File: src/rtl/spi_master_engine.sv
// SPI master shift engine: pops one TX word per start request, shifts it out, pushes the RX word.
// Optional build macro SPI_LOOPBACK_EN: latched control bit 4 routes internal MOSI to the sample input.
module spi_master_engine #(
    parameter int unsigned SS_W   = 4,
    parameter int unsigned DATA_W = 32
) (
    input  logic              clk_i,
    input  logic              reset_i,
    input  logic [31:0]       reg_control_i,
    input  logic [31:0]       reg_trans_ctrl_i,
    output logic              trans_start_o,
    output logic              spi_busy_o,
    input  logic [DATA_W-1:0] tx_data_i,
    input  logic              tx_empty_i,
    output logic              tx_rd_o,
    output logic [DATA_W-1:0] rx_data_o,
    output logic              rx_wr_o,
    input  logic              rx_full_i,
    output logic              rx_ovf_o,
    output logic              sclk_o,
    output logic              mosi_o,
    input  logic              miso_i,
    output logic [SS_W-1:0]   ss_n_o
);
    localparam int unsigned IW = $clog2(DATA_W);

    typedef enum logic [2:0] {IDLE, LOAD, CAPTURE, SHIFT, TAIL} state_e;

    state_e            state_q, state_d;
    logic [3:0]        dly_q, dly_d, cnt_q, cnt_d;
    logic              msb_q, msb_d, cpha_q, cpha_d;
    logic [1:0]        wsel_q, wsel_d;
    logic [SS_W-1:0]   en_q, en_d, ss_q, ss_d;
    logic [6:0]        edge_q, edge_d;
    logic [DATA_W-1:0] tx_q, tx_d, rx_q, rx_d, rxd_q, rxd_d;
    logic              sclk_q, sclk_d, mosi_q, mosi_d, busy_q, busy_d;
    logic              ts_q, ts_d, rd_q, rd_d, wr_q, wr_d, ovf_q, ovf_d;
`ifdef SPI_LOOPBACK_EN
    logic              lb_q, lb_d;
`endif

    logic [DATA_W-1:0] mask, src, src_sh;
    logic [IW-1:0]     top;
    logic [6:0]        last_edge;
    logic              cur_bit, samp;
    logic              unused_bits;

    // Word-width helpers; in CAPTURE the source is the freshly popped FIFO word.
    always_comb begin
        case (wsel_q)
            2'b00: begin
                mask      = DATA_W'(32'h0000_00FF);
                top       = IW'(7);
                last_edge = 7'd15;
            end
            2'b01: begin
                mask      = DATA_W'(32'h0000_FFFF);
                top       = IW'(15);
                last_edge = 7'd31;
            end
            default: begin
                mask      = '1;
                top       = IW'(31);
                last_edge = 7'd63;
            end
        endcase
        src     = (state_q == CAPTURE) ? (tx_data_i & mask) : tx_q;
        cur_bit = msb_q ? src[top] : src[0];
        src_sh  = msb_q ? (src << 1) : (src >> 1);
`ifdef SPI_LOOPBACK_EN
        samp    = lb_q ? mosi_q : miso_i;
`else
        samp    = miso_i;
`endif
        unused_bits = ^{reg_control_i, reg_trans_ctrl_i};
    end

    always_comb begin
        state_d = state_q;
        dly_d   = dly_q;
        cnt_d   = cnt_q;
        msb_d   = msb_q;
        cpha_d  = cpha_q;
        wsel_d  = wsel_q;
        en_d    = en_q;
        ss_d    = ss_q;
        edge_d  = edge_q;
        tx_d    = tx_q;
        rx_d    = rx_q;
        rxd_d   = rxd_q;
        sclk_d  = sclk_q;
        mosi_d  = mosi_q;
        busy_d  = busy_q;
        ts_d    = 1'b0;
        rd_d    = 1'b0;
        wr_d    = 1'b0;
        ovf_d   = 1'b0;
`ifdef SPI_LOOPBACK_EN
        lb_d    = lb_q;
`endif
        case (state_q)
            IDLE: begin
                sclk_d = reg_control_i[9];
                // Skip the cycle after a start pulse or push so a not-yet-cleared start bit is not re-taken.
                if (reg_trans_ctrl_i[13] && !tx_empty_i && !ts_q && !wr_q && !ovf_q) begin
                    ts_d = 1'b1;
                    if (reg_trans_ctrl_i[6:5] != 2'b11) begin
                        rd_d    = 1'b1;
                        busy_d  = 1'b1;
                        state_d = LOAD;
                        dly_d   = (reg_control_i[3:0] == 4'd0) ? 4'd0 : reg_control_i[3:0] - 4'd1;
                        msb_d   = reg_control_i[8];
                        cpha_d  = reg_control_i[10];
                        wsel_d  = reg_trans_ctrl_i[6:5];
                        en_d    = reg_trans_ctrl_i[SS_W-1:0];
`ifdef SPI_LOOPBACK_EN
                        lb_d    = reg_control_i[4];
`endif
                    end
                end
            end
            LOAD: state_d = CAPTURE;
            CAPTURE: begin
                ss_d    = ~en_q;
                cnt_d   = dly_q;
                edge_d  = '0;
                rx_d    = '0;
                state_d = SHIFT;
                if (!cpha_q) begin
                    mosi_d = cur_bit;
                    tx_d   = src_sh;
                end else begin
                    tx_d   = src;
                end
            end
            SHIFT: begin
                if (cnt_q == 4'd0) begin
                    cnt_d  = dly_q;
                    sclk_d = ~sclk_q;
                    edge_d = edge_q + 7'd1;
                    // Even edge count before this edge means a leading edge.
                    if (!edge_q[0] ^ cpha_q) begin
                        if (msb_q) begin
                            rx_d = {rx_q[DATA_W-2:0], samp};
                        end else begin
                            rx_d      = rx_q >> 1;
                            rx_d[top] = samp;
                        end
                    end else begin
                        mosi_d = cur_bit;
                        tx_d   = src_sh;
                    end
                    if (edge_q == last_edge) state_d = TAIL;
                end else begin
                    cnt_d = cnt_q - 4'd1;
                end
            end
            TAIL: begin
                if (cnt_q == 4'd0) begin
                    ss_d    = '1;
                    busy_d  = 1'b0;
                    rxd_d   = rx_q & mask;
                    wr_d    = !rx_full_i;
                    ovf_d   = rx_full_i;
                    state_d = IDLE;
                end else begin
                    cnt_d = cnt_q - 4'd1;
                end
            end
            default: state_d = IDLE;
        endcase
    end

    always_ff @(posedge clk_i) begin
        if (reset_i) begin
            state_q <= IDLE;
            dly_q   <= '0;
            cnt_q   <= '0;
            msb_q   <= 1'b0;
            cpha_q  <= 1'b0;
            wsel_q  <= '0;
            en_q    <= '0;
            ss_q    <= '1;
            edge_q  <= '0;
            tx_q    <= '0;
            rx_q    <= '0;
            rxd_q   <= '0;
            sclk_q  <= 1'b0;
            mosi_q  <= 1'b0;
            busy_q  <= 1'b0;
            ts_q    <= 1'b0;
            rd_q    <= 1'b0;
            wr_q    <= 1'b0;
            ovf_q   <= 1'b0;
`ifdef SPI_LOOPBACK_EN
            lb_q    <= 1'b0;
`endif
        end else begin
            state_q <= state_d;
            dly_q   <= dly_d;
            cnt_q   <= cnt_d;
            msb_q   <= msb_d;
            cpha_q  <= cpha_d;
            wsel_q  <= wsel_d;
            en_q    <= en_d;
            ss_q    <= ss_d;
            edge_q  <= edge_d;
            tx_q    <= tx_d;
            rx_q    <= rx_d;
            rxd_q   <= rxd_d;
            sclk_q  <= sclk_d;
            mosi_q  <= mosi_d;
            busy_q  <= busy_d;
            ts_q    <= ts_d;
            rd_q    <= rd_d;
            wr_q    <= wr_d;
            ovf_q   <= ovf_d;
`ifdef SPI_LOOPBACK_EN
            lb_q    <= lb_d;
`endif
        end
    end

    assign trans_start_o = ts_q;
    assign spi_busy_o    = busy_q;
    assign tx_rd_o       = rd_q;
    assign rx_data_o     = rxd_q;
    assign rx_wr_o       = wr_q;
    assign rx_ovf_o      = ovf_q;
    assign sclk_o        = sclk_q;
    assign mosi_o        = mosi_q;
    assign ss_n_o        = ss_q;

endmodule
File: config.mk
export PLATFORM = sky130hd
export DESIGN_NAME = spi_master_engine
export DESIGN_NICKNAME = d
export VERILOG_FILES = /design/src/rtl/spi_master_engine.sv
export SDC_FILE = /design/constraint.sdc
export NUM_CORES = 1
export LEC_CHECK = 0
export BUFFER_PORTS_ARGS = -buffer_cell sky130_fd_sc_hd__buf_2
export CORE_AREA = 2 2 135 137
export CTS_BUF_LIST = sky130_fd_sc_hd__clkbuf_2
export DETAILED_ROUTE_END_ITERATION = 8
export DIE_AREA = 0 0 137 139
export GPL_ROUTABILITY_DRIVEN = 0
export GPL_TIMING_DRIVEN = 0
export SYNTH_ARGS = -nofsm -noshare
export SYNTH_HDL_FRONTEND = slang
export SYNTH_SLANG_ARGS = --single-unit
File: constraint.sdc
create_clock -name clk_i -period 4.6 [get_ports clk_i]
set_clock_uncertainty 0.15 [all_clocks]
set_input_delay 0.46 -clock clk_i [delete_from_list [all_inputs] [get_ports clk_i]]
set_output_delay 0.46 -clock clk_i [all_outputs]
set_load 0.005 [all_outputs]
==> flow_metrics.py, run 1 <==
metrics = {
    "drt": {
        "wl_per_cell_um": 17.8,
        "drc": 0,
        "detail-route-antenna-nets": 0,
        "viasPerCell": 5.55,
        "via_count": 6346,
        "first_pass_iters": 6,
        "detail_route.iter0.violations": 514,
        "wirelength_um": 20300,
    },
    "pwr": {
        "p_leak_nw": 3.01,
        "p_comb_share_pct": 18.4,
        "clock_power_share_pct": 29.5,
        "vdd_ir_drop_max_mv": 0.170,
        "swShare_pct": 32.8,
        "seqPwrFrac_pct": 52.1,
        "intPower_mw": 1.56,
        "p_sw_uw": 763,
        "power.density_mw_per_mm2": 286,
        "power_mw": 2.32,
    },
    "global_route": {
        "grt_pass1_wl_um": 32700,
        "antenna_found_initial": 1,
        "grt_max_degree": 17,
        "grt_usage_pct": 21.8,
        "grt_pass1_vias": 6043,
        "grt_overflow": 0,
    },
    "synthesis": {
        "yosysWarningCount": 0,
        "synth_top_area_share_pct": 38.6,
        "ys.flop_type": "dfxtp_1",
        "synth_cell_types": 83,
        "synth_nets": 865,
        "syn_area_per_cell_um2": 9.06,
        "synth_seq_cells": 133,
        "synth_edf_count": 0,
        "syn_inst": 761,
        "synth_area_mm2": 0.00689,
        "synth_area_leader_cell": "dfxtp_1",
        "async_flop_share_pct": 0,
        "synth.area.top_cells": "dfxtp_1 (39%), a21oi_1 (5.9%), mux2_2 (5.4%)",
        "synth-seq-area-share_pct": 38.6,
    },
    "outcome": {
        "status": "completed",
    },
    "worst_setup_path": {
        "worstSetupPathType": "reg2reg",
        "crit_path_start_kind": "register",
        "arrival_ps": 3110,
        "path_max_fanout": 10,
        "crit_path_end_kind": "register",
        "crit_required_ps": 5060,
    },
    "timing": {
        "final.setup.tns_ps": 0,
        "drv_slew": 0,
        "setup_viol": 0,
        "hold_viol": 0,
        "fmax_mhz": 378,
        "slew_headroom_pct": 52.3,
        "rsz0062_at_grt": "false",
        "fin_crit_ps": 2650,
        "period_share_pct": 57.6,
        "tightest_slew_ps": 716,
    },
    "floorplan": {
        "die_h_um": 139,
        "rows": 49,
        "initial_core_util_pct": 39.0,
        "die_w_um": 137,
        "coreArea_mm2": 0.0177,
        "dieArea_mm2": 0.0190,
        "pin_count": 144,
    },
    "placed_design": {
        "dp.cells": 1083,
        "port_buffers": 93,
        "hpwl_um": 14400,
    },
    "clocking": {
        "ctsHtreeMaxLevel": 4,
        "clock_latency_ps": 750,
        "clkTransAtPathRegs_ps": 200,
        "cts_root_buf": "clkbuf_2",
        "cts_buffers": 17,
        "cts_tree": "built",
        "cts_sinks": 133,
        "cts.path.max_buffers": 2,
    },
    "cells_and_area": {
        "synthToLayoutAreaGrowth_pct": 18.1,
        "stdcell_count": 1143,
        "nets": 1004,
        "drive_gt1_share_pct": 25.3,
    },
    "flow_run": {
        "drv_cap": 0,
    },
    "worst_hold_path": {
        "hold_path_class": "in2reg",
    },
}
area by class of cell:
| type | instances | area, µm² |
|---|---|---|
| flip-flops and latches | 133 | 2660 |
| clock inverters | 14 | 130 |
| diodes | 1 | 2.50 |
| plain buffers | 67 | 379 |
| well taps | 229 | 287 |
| fillers | 1784 | 9520 |
| multi-input cells | 526 | 3720 |
| repair buffers | 120 | 736 |
| clock buffers | 18 | 90.1 |
| inverters | 35 | 131 |
state kept, by name, summed over array words and instances (netlist names), 2 cells and up:
register and count:
cnt_q 4, tx_q 32, en_q 4, dly_q 4
rx_q 32, wsel_q 2, rx_data_o 32, state_q 3
ss_n_o 4, edge_q 7
power groups by stage:
| stage | sequential, mW | combinational, mW | clock [mW] |
|---|---|---|---|
| 5_1_grt | 1.22 | 0.466 | 0.754 |
| 3_3_place_gp | 1.23 | 0.402 | 0 |
| 4_1_cts | 1.21 | 0.423 | 0.709 |
| 3_5_place_dp | 1.23 | 0.404 | 0 |
| 2_1_floorplan | 1.23 | 0.286 | 0 |
| 6_report | 1.21 | 0.427 | 0.686 |
layout by cell type, fill, tap and decap left out, drive strengths merged, types with 4 or more instances in the layout:
cell type | Yosys | layout
mux4 | 6 | 6
nor3 | 15 | 15
o211ai | 8 | 8
dfxtp | 133 | 133
o21ai | 18 | 18
xnor2 | 7 | 7
nor2b | 4 | 4
clkinvlp | 0 | 5
a21oi | 83 | 83
clkinv | 0 | 6
dlygate4sd3 | 0 | 27
nor2 | 30 | 30
a22oi | 4 | 4
a22o | 24 | 24
o31ai | 6 | 6
clkbuf | 24 | 42
buf | 43 | 136
a222oi | 14 | 14
mux2i | 33 | 33
nand3 | 42 | 42
inv | 35 | 37
or3b | 4 | 4
a211oi | 25 | 25
nand2 | 92 | 92
a311oi | 8 | 8
mux2 | 33 | 33
o32ai | 9 | 9
metal layers:
metal  GRT usage [%]  part of all wire [%]
met5               0                     0
met3            4.17                   5.0
met4            6.62                   1.5
met2            33.3                    46
met1            31.0                    48
kinds of logic (layout without fill, tap and decap cells):
kind of cell / after synthesis / count (layout) / synth area share (%)
flip-flops: 133 / 133 / 38.6
multiplexers: 72 / 72 / 12.1
buffers and inverters: 102 / 254 / 7.41
AO/OA/AOI/OAI: 232 / 232 / 24.6
AND/OR/NAND/NOR: 210 / 210 / 15.5
adder cells (fa/ha/maj): 3 / 3 / 0.545
XOR/XNOR: 9 / 9 / 1.14
other: 0 / 1 / 0
stage by stage:
step	setup slack, ps	util [%]	cell area (µm²)	hold slack [ps]
6_report	1950	46.1	8140	99.6
5_1_grt	1790	46.1	8140	72.2
4_1_cts	1990	46.1	8140	0.297
3_5_place_dp	1980	43.3	7640	300
3_3_place_gp	2000	43.3	7640	291
2_1_floorplan	2620	-	6890	281
cell usage after synthesis (all sizes together) (6+ instances only):
library cell,n
dfxtp,133
nand2,92
a21oi,83
buf,43
nand3,42
inv,35
mux2,33
mux2i,33
nor2,30
a211oi,25
a22o,24
clkbuf,24
o21ai,18
nor3,15
a222oi,14
o32ai,9
a311oi,8
o211ai,8
xnor2,7
mux4,6
o31ai,6
what timing repair did:
| action | in CTS | in global routing |
|---|---|---|
| setup buffers | 0 | 0 |
| resized for setup | 0 | 0 |
| hold endpoints to repair | 36 | 0 |
| hold buffers | 27 | 0 |
path summary, 6_finish.rpt:
path	slack, ps	from	depth (start not counted)	to
hold reg to reg	330	dly_q[2]	2	dly_q[2]
setup reg to reg	1950	cnt_q[0]	7	tx_q[0]
hold / removal	100	tx_data_i[3]	3	tx_q[3]
setup / recovery	1950	cnt_q[0]	7	tx_q[0]
critical path: stages, from the launching register on:
cell	delay, ps
dfxtp_1	350
inv_1	140
ha_1	220
nor3b_2	520
a21oi_2	220
nor2_2	470
buf_2	350
a211oi_1	110
No activity file was read; power rests on OpenSTA's default activity.
==> run 2, diff against run 1 <==
==> constraint.sdc (replaced) <==
create_clock -name clk_i -period 2.7 [get_ports clk_i]
set_clock_uncertainty 0.15 [all_clocks]
set_input_delay 0.27 -clock clk_i [delete_from_list [all_inputs] [get_ports clk_i]]
set_output_delay 0.27 -clock clk_i [all_outputs]
set_load 0.005 [all_outputs]
==> run 2 against run 1 <==
The flow now finishes with violations (setup timing). Worst setup slack worse by 2000 ps. Sequential cell count stayed put. Register-to-register slack worse by 2000 ps. Wire length is 1.8% higher. First-iteration DRC count is 5.4% lower. Critical path depth stayed put. Global-route usage is 0.54 points higher. Count of clock-buffer cells in the layout stayed put. Via count is 2.1% higher.
==> flow_metrics.py, run 2 (same netlist as run 1, synthesis figures left out) <==
metrics = {
    "floorplan": {
        "die_w_um": 137,
        "pin_count": 144,
        "die_h_um": 139,
        "initial_core_util_pct": 39.0,
        "dieArea_mm2": 0.0190,
        "coreArea_mm2": 0.0177,
        "rows": 49,
    },
    "clocking": {
        "cts_buffers": 17,
        "clkTransAtPathRegs_ps": 210,
        "cts_tree": "built",
        "cts_sinks": 133,
        "clock_latency_ps": 750,
        "cts_root_buf": "clkbuf_2",
        "cts.path.max_buffers": 2,
        "postCtsSetupBuffers": 0,
        "ctsHtreeMaxLevel": 4,
    },
    "flow_run": {
        "drv_cap": 0,
    },
    "drt": {
        "wl_per_cell_um": 17.5,
        "detail-route-antenna-nets": 0,
        "detail_route.iter0.violations": 486,
        "via_count": 6482,
        "wirelength_um": 20700,
        "first_pass_iters": 6,
        "drc": 0,
        "viasPerCell": 5.48,
    },
    "worst_setup_path": {
        "arrival_ps": 3220,
        "path_max_fanout": 8,
        "reg2reg_depth": 7,
        "worstSetupPathType": "reg2reg",
        "timing.rr.end": "tx_q[2]",
        "crit_path_end_kind": "register",
        "regToRegSetupSlack_ps": -10,
        "r2r_start": "cnt_q[0]",
        "crit_path_start_kind": "register",
        "crit_required_ps": 3200,
    },
    "global_route": {
        "grt_overflow": 0,
        "grt_max_degree": 17,
        "grt_usage_pct": 22.3,
        "antenna_found_initial": 1,
        "grt_pass1_wl_um": 33600,
        "grt_pass1_vias": 6307,
    },
    "placed_design": {
        "dp.cells": 1083,
        "port_buffers": 93,
        "hpwl_um": 14400,
    },
    "cells_and_area": {
        "synthToLayoutAreaGrowth_pct": 23.9,
        "mostFrequentLayoutCells": "dfxtp_1 (133), buf_2 (118), nand2_1 (92)",
        "postLayoutCoreUtil_pct": 48.4,
        "nets": 1043,
        "final_common_cell": "dfxtp_1",
        "drive_gt1_share_pct": 24.4,
        "num-fill-cells": 1748,
        "regArea_mm2": 0.00266,
        "stdcell_count": 1182,
        "multiInputGateArea_mm2": 0.00373,
    },
    "timing": {
        "rsz0062_at_grt": "true",
        "period_share_pct": 101,
        "setup_viol": 1,
        "hold_slack_ps": 142,
        "drv_slew": 0,
        "fin_ws_ps": -14.7,
        "fmax_mhz": 368,
        "tightest_slew_ps": 704,
        "fin_crit_ps": 2710,
        "hold_viol": 0,
        "slew_headroom_pct": 53.1,
    },
    "worst_hold_path": {
        "holdPathEnd": "en_q[3]",
        "hold-path-cell-count": 4,
        "min_from": "reg_trans_ctrl_i[3]",
        "hold_path_class": "in2reg",
    },
    "pwr": {
        "power.density_mw_per_mm2": 470,
        "vdd_ir_drop_max_mv": 0.292,
        "power_mw": 4.01,
        "p_leak_nw": 3.15,
    },
    "outcome": {
        "status": "complete, but fails checks",
        "violations": "setup timing",
    },
}
[run 2: cell count changes in the layout (fill, tap and decap cells not counted), sizes merged]
cell	before	now
dlygate4sd3	27	66
[run 2: critical path, cell delays in order (launching register included)]
cell and delay (ps):
dfxtp_1 350, inv_1 140, ha_1 220, nor3b_2 530, a21oi_2 220, a311oi_1 340, a211oi_1 120, dlygate4sd3_1 580
[run 2: where the power goes]
part | internal [mW] | total (mW) | switching (mW)
clock | 0.341 | 1.17 | 0.826
combinational | 0.341 | 0.784 | 0.442
sequential | 2.02 | 2.06 | 0.0406
total | 2.71 | 4.01 | 1.31
[run 2: how the worst max path moves through the flow]
stage,end,slack (ps),start,depth (start not counted)
6_report,tx_q[2],-10,cnt_q[0],7
3_5_place_dp,tx_q[29],110,cnt_q[0],7
3_3_place_gp,tx_q[19],100,cnt_q[0],7
2_1_floorplan,tx_q[16],720,cnt_q[0],8
5_1_grt,tx_q[12],-110,cnt_q[0],7
4_1_cts,tx_q[2],20,cnt_q[0],9
[run 2: final cells by class]
cell class	instances	share of cell area (%)
inverter	35	1.54
multi-input combinational	526	43.7
clock buffer	18	1.06
clock inverter	14	1.52
timing repair buffer	159	13.2
antenna	1	0.0293
buffer	67	4.45
sequential	133	31.2
tap	229	3.36
[run 2: metrics by stage]
stage          area [µm²]  worst slack, ps  setup TNS (ps)
5_1_grt              8540             -107           -1760
2_1_floorplan        6890              718               0
3_3_place_gp         7640             98.3               0
3_5_place_dp         7640              109               0
6_report             8540            -14.7           -14.7
4_1_cts              8530             23.2               0
[run 2: timing repair]
action | in CTS | in global routing
hold buffers | 66 | 0
resized for setup | 0 | 3
setup endpoints to repair | 0 | 23
hold endpoints to repair | 76 | 0
[run 2: layer usage]
| metal | GRT usage (%) | vias to the layer above | wire, µm |
|---|---|---|---|
| met5 | 0 | - | 0 |
| met4 | 6.62 | 0 | 303 |
| met3 | 4.13 | 25 | 869 |
| met2 | 35.0 | 178 | 9670 |
| met1 | 31.1 | 3105 | 9860 |
| li1 | - | 3174 | - |
==> run 3, diff against run 2 <==
--- a/config.mk
+++ b/config.mk
@@ -12,6 +12,7 @@
 export DIE_AREA = 0 0 137 139
 export GPL_ROUTABILITY_DRIVEN = 0
 export GPL_TIMING_DRIVEN = 0
+export SETUP_SLACK_MARGIN = 0.5
 export SYNTH_ARGS = -nofsm -noshare
 export SYNTH_HDL_FRONTEND = slang
 export SYNTH_SLANG_ARGS = --single-unit
==> run 3 against run 2 <==
The flow now finishes without violations. Worst setup slack improved by 550 ps. Die area unchanged. Count of clock-buffer cells in the layout is the same. Critical endpoint is now tx_q[16]. Highest routed layer unchanged.
==> flow_metrics.py, run 3 (same netlist as run 1, synthesis figures left out) <==
metrics = {
    "floorplan": {
        "rows": 49,
        "dieArea_mm2": 0.0190,
        "coreArea_mm2": 0.0177,
        "initial_core_util_pct": 39.0,
        "pin_count": 144,
        "die_h_um": 139,
        "die_w_um": 137,
    },
    "cells_and_area": {
        "synthToLayoutAreaGrowth_pct": 24.0,
        "nets": 1039,
        "design_area_mm2": 0.00855,
        "stdcell_count": 1178,
        "drive_gt1_share_pct": 27.3,
        "final_common_cell": "dfxtp_1",
        "mostFrequentLayoutCells": "dfxtp_1 (130), buf_2 (119), nand2_1 (92)",
        "postLayoutCoreUtil_pct": 48.4,
    },
    "pwr": {
        "swShare_pct": 32.7,
        "power.density_mw_per_mm2": 469,
        "p_leak_nw": 3.21,
        "p_sw_mw": 1.31,
        "seqPwrFrac_pct": 51.5,
        "power_mw": 4.01,
        "vdd_ir_drop_max_mv": 0.293,
        "clock_power_share_pct": 29.0,
        "intPower_mw": 2.70,
        "p_comb_share_pct": 19.5,
    },
    "timing": {
        "fmax_mhz": 461,
        "rsz0062_at_grt": "true",
        "slew_headroom_pct": 58.0,
        "hold_viol": 0,
        "fin_ws_ps": 533,
        "hold_slack_ps": 138,
        "setup_viol": 0,
        "final.setup.tns_ps": 0,
        "period_share_pct": 80.3,
        "drv_slew": 0,
        "fin_crit_ps": 2170,
        "tightest_slew_ps": 630,
    },
    "drt": {
        "first_pass_iters": 6,
        "detail_route.iter0.violations": 579,
        "wirelength_um": 21000,
        "via_count": 6516,
        "drc": 0,
        "wl_per_cell_um": 17.8,
        "detail-route-antenna-nets": 0,
        "viasPerCell": 5.53,
    },
    "clocking": {
        "ctsHtreeMaxLevel": 4,
        "cts_tree": "built",
        "clock_latency_ps": 750,
        "clkTransAtPathRegs_ps": 210,
        "cts_sinks": 133,
        "cts.path.max_buffers": 2,
        "cts_buffers": 17,
        "cts_root_buf": "clkbuf_2",
    },
    "worst_hold_path": {
        "hold_path_class": "in2reg",
    },
    "worst_setup_path": {
        "crit_path_end_kind": "register",
        "arrival_ps": 2680,
        "crit_path_start_kind": "register",
        "crit_required_ps": 3210,
        "path_max_fanout": 5,
        "worstSetupPathType": "reg2reg",
    },
    "global_route": {
        "grt_max_degree": 17,
        "grt_overflow": 0,
        "antenna_found_initial": 1,
        "grt_pass1_vias": 6258,
        "grt_pass1_wl_um": 33400,
        "grt_usage_pct": 22.2,
    },
    "placed_design": {
        "place_area_mm2": 0.00764,
        "port_buffers": 93,
        "dp_slack_ps": 109,
        "hpwl_um": 14400,
        "dp.cells": 1083,
    },
    "outcome": {
        "status": "completed",
    },
    "flow_run": {
        "drv_cap": 0,
    },
}
-- run 3: final timing paths --
check                                          from      endpoint  slack, ps  cells past startpoint
worst max register to register             cnt_q[1]      tx_q[16]        530                      8
worst min-delay path            reg_trans_ctrl_i[1]       en_q[1]        140                      4
worst min register to register              rx_q[4]  rx_data_o[4]        330                      2
worst max-delay path                       cnt_q[1]      tx_q[16]        530                      8
-- run 3: timing repair --
item	4_1_cts	5_1_grt
cloned	0	1
setup endpoints to repair	62	96
endpoints found under the hold margin	76	0
hold buffers	51	0
gates resized for setup	4	30
setup buffers	5	5
pin swaps	2	4
-- run 3: power groups by stage --
stage | logic, mW | registers, mW | clock network, mW
after detailed placement | 0.689 | 2.10 | 0
after CTS | 0.756 | 2.06 | 1.21
after global placement | 0.685 | 2.10 | 0
after global routing | 0.850 | 2.07 | 1.28
after floorplan | 0.487 | 2.09 | 0
final | 0.782 | 2.07 | 1.16
-- run 3: worst max-delay path, cell delays in order (launching register included) --
cell      delay [ps]
dfxtp_2          370
inv_2             80
ha_4             150
or3b_4           390
buf_12           140
o21ai_4          270
buf_6            170
o211ai_1         100
o32ai_2          290
-- run 3: layer usage --
metal	vias to the layer above	global-route usage, %	wire (µm)
met1	3113	30.9	9800
met2	205	34.7	9800
met3	27	4.09	1050
met4	0	6.67	309
li1	3171	-	-
met5	-	0	0
-- run 3: final cells by class --
class / instances / area [µm²]
Inverter: 35 / 134
Antenna cell: 1 / 2.50
Buffer: 67 / 405
Timing Repair Buffer: 155 / 1070
Multi-Input combinational cell: 526 / 3760
Sequential cell: 133 / 2670
Tap cell: 229 / 287
Fill cell: 1747 / 9110
Clock buffer: 18 / 90.1
Clock inverter: 14 / 130
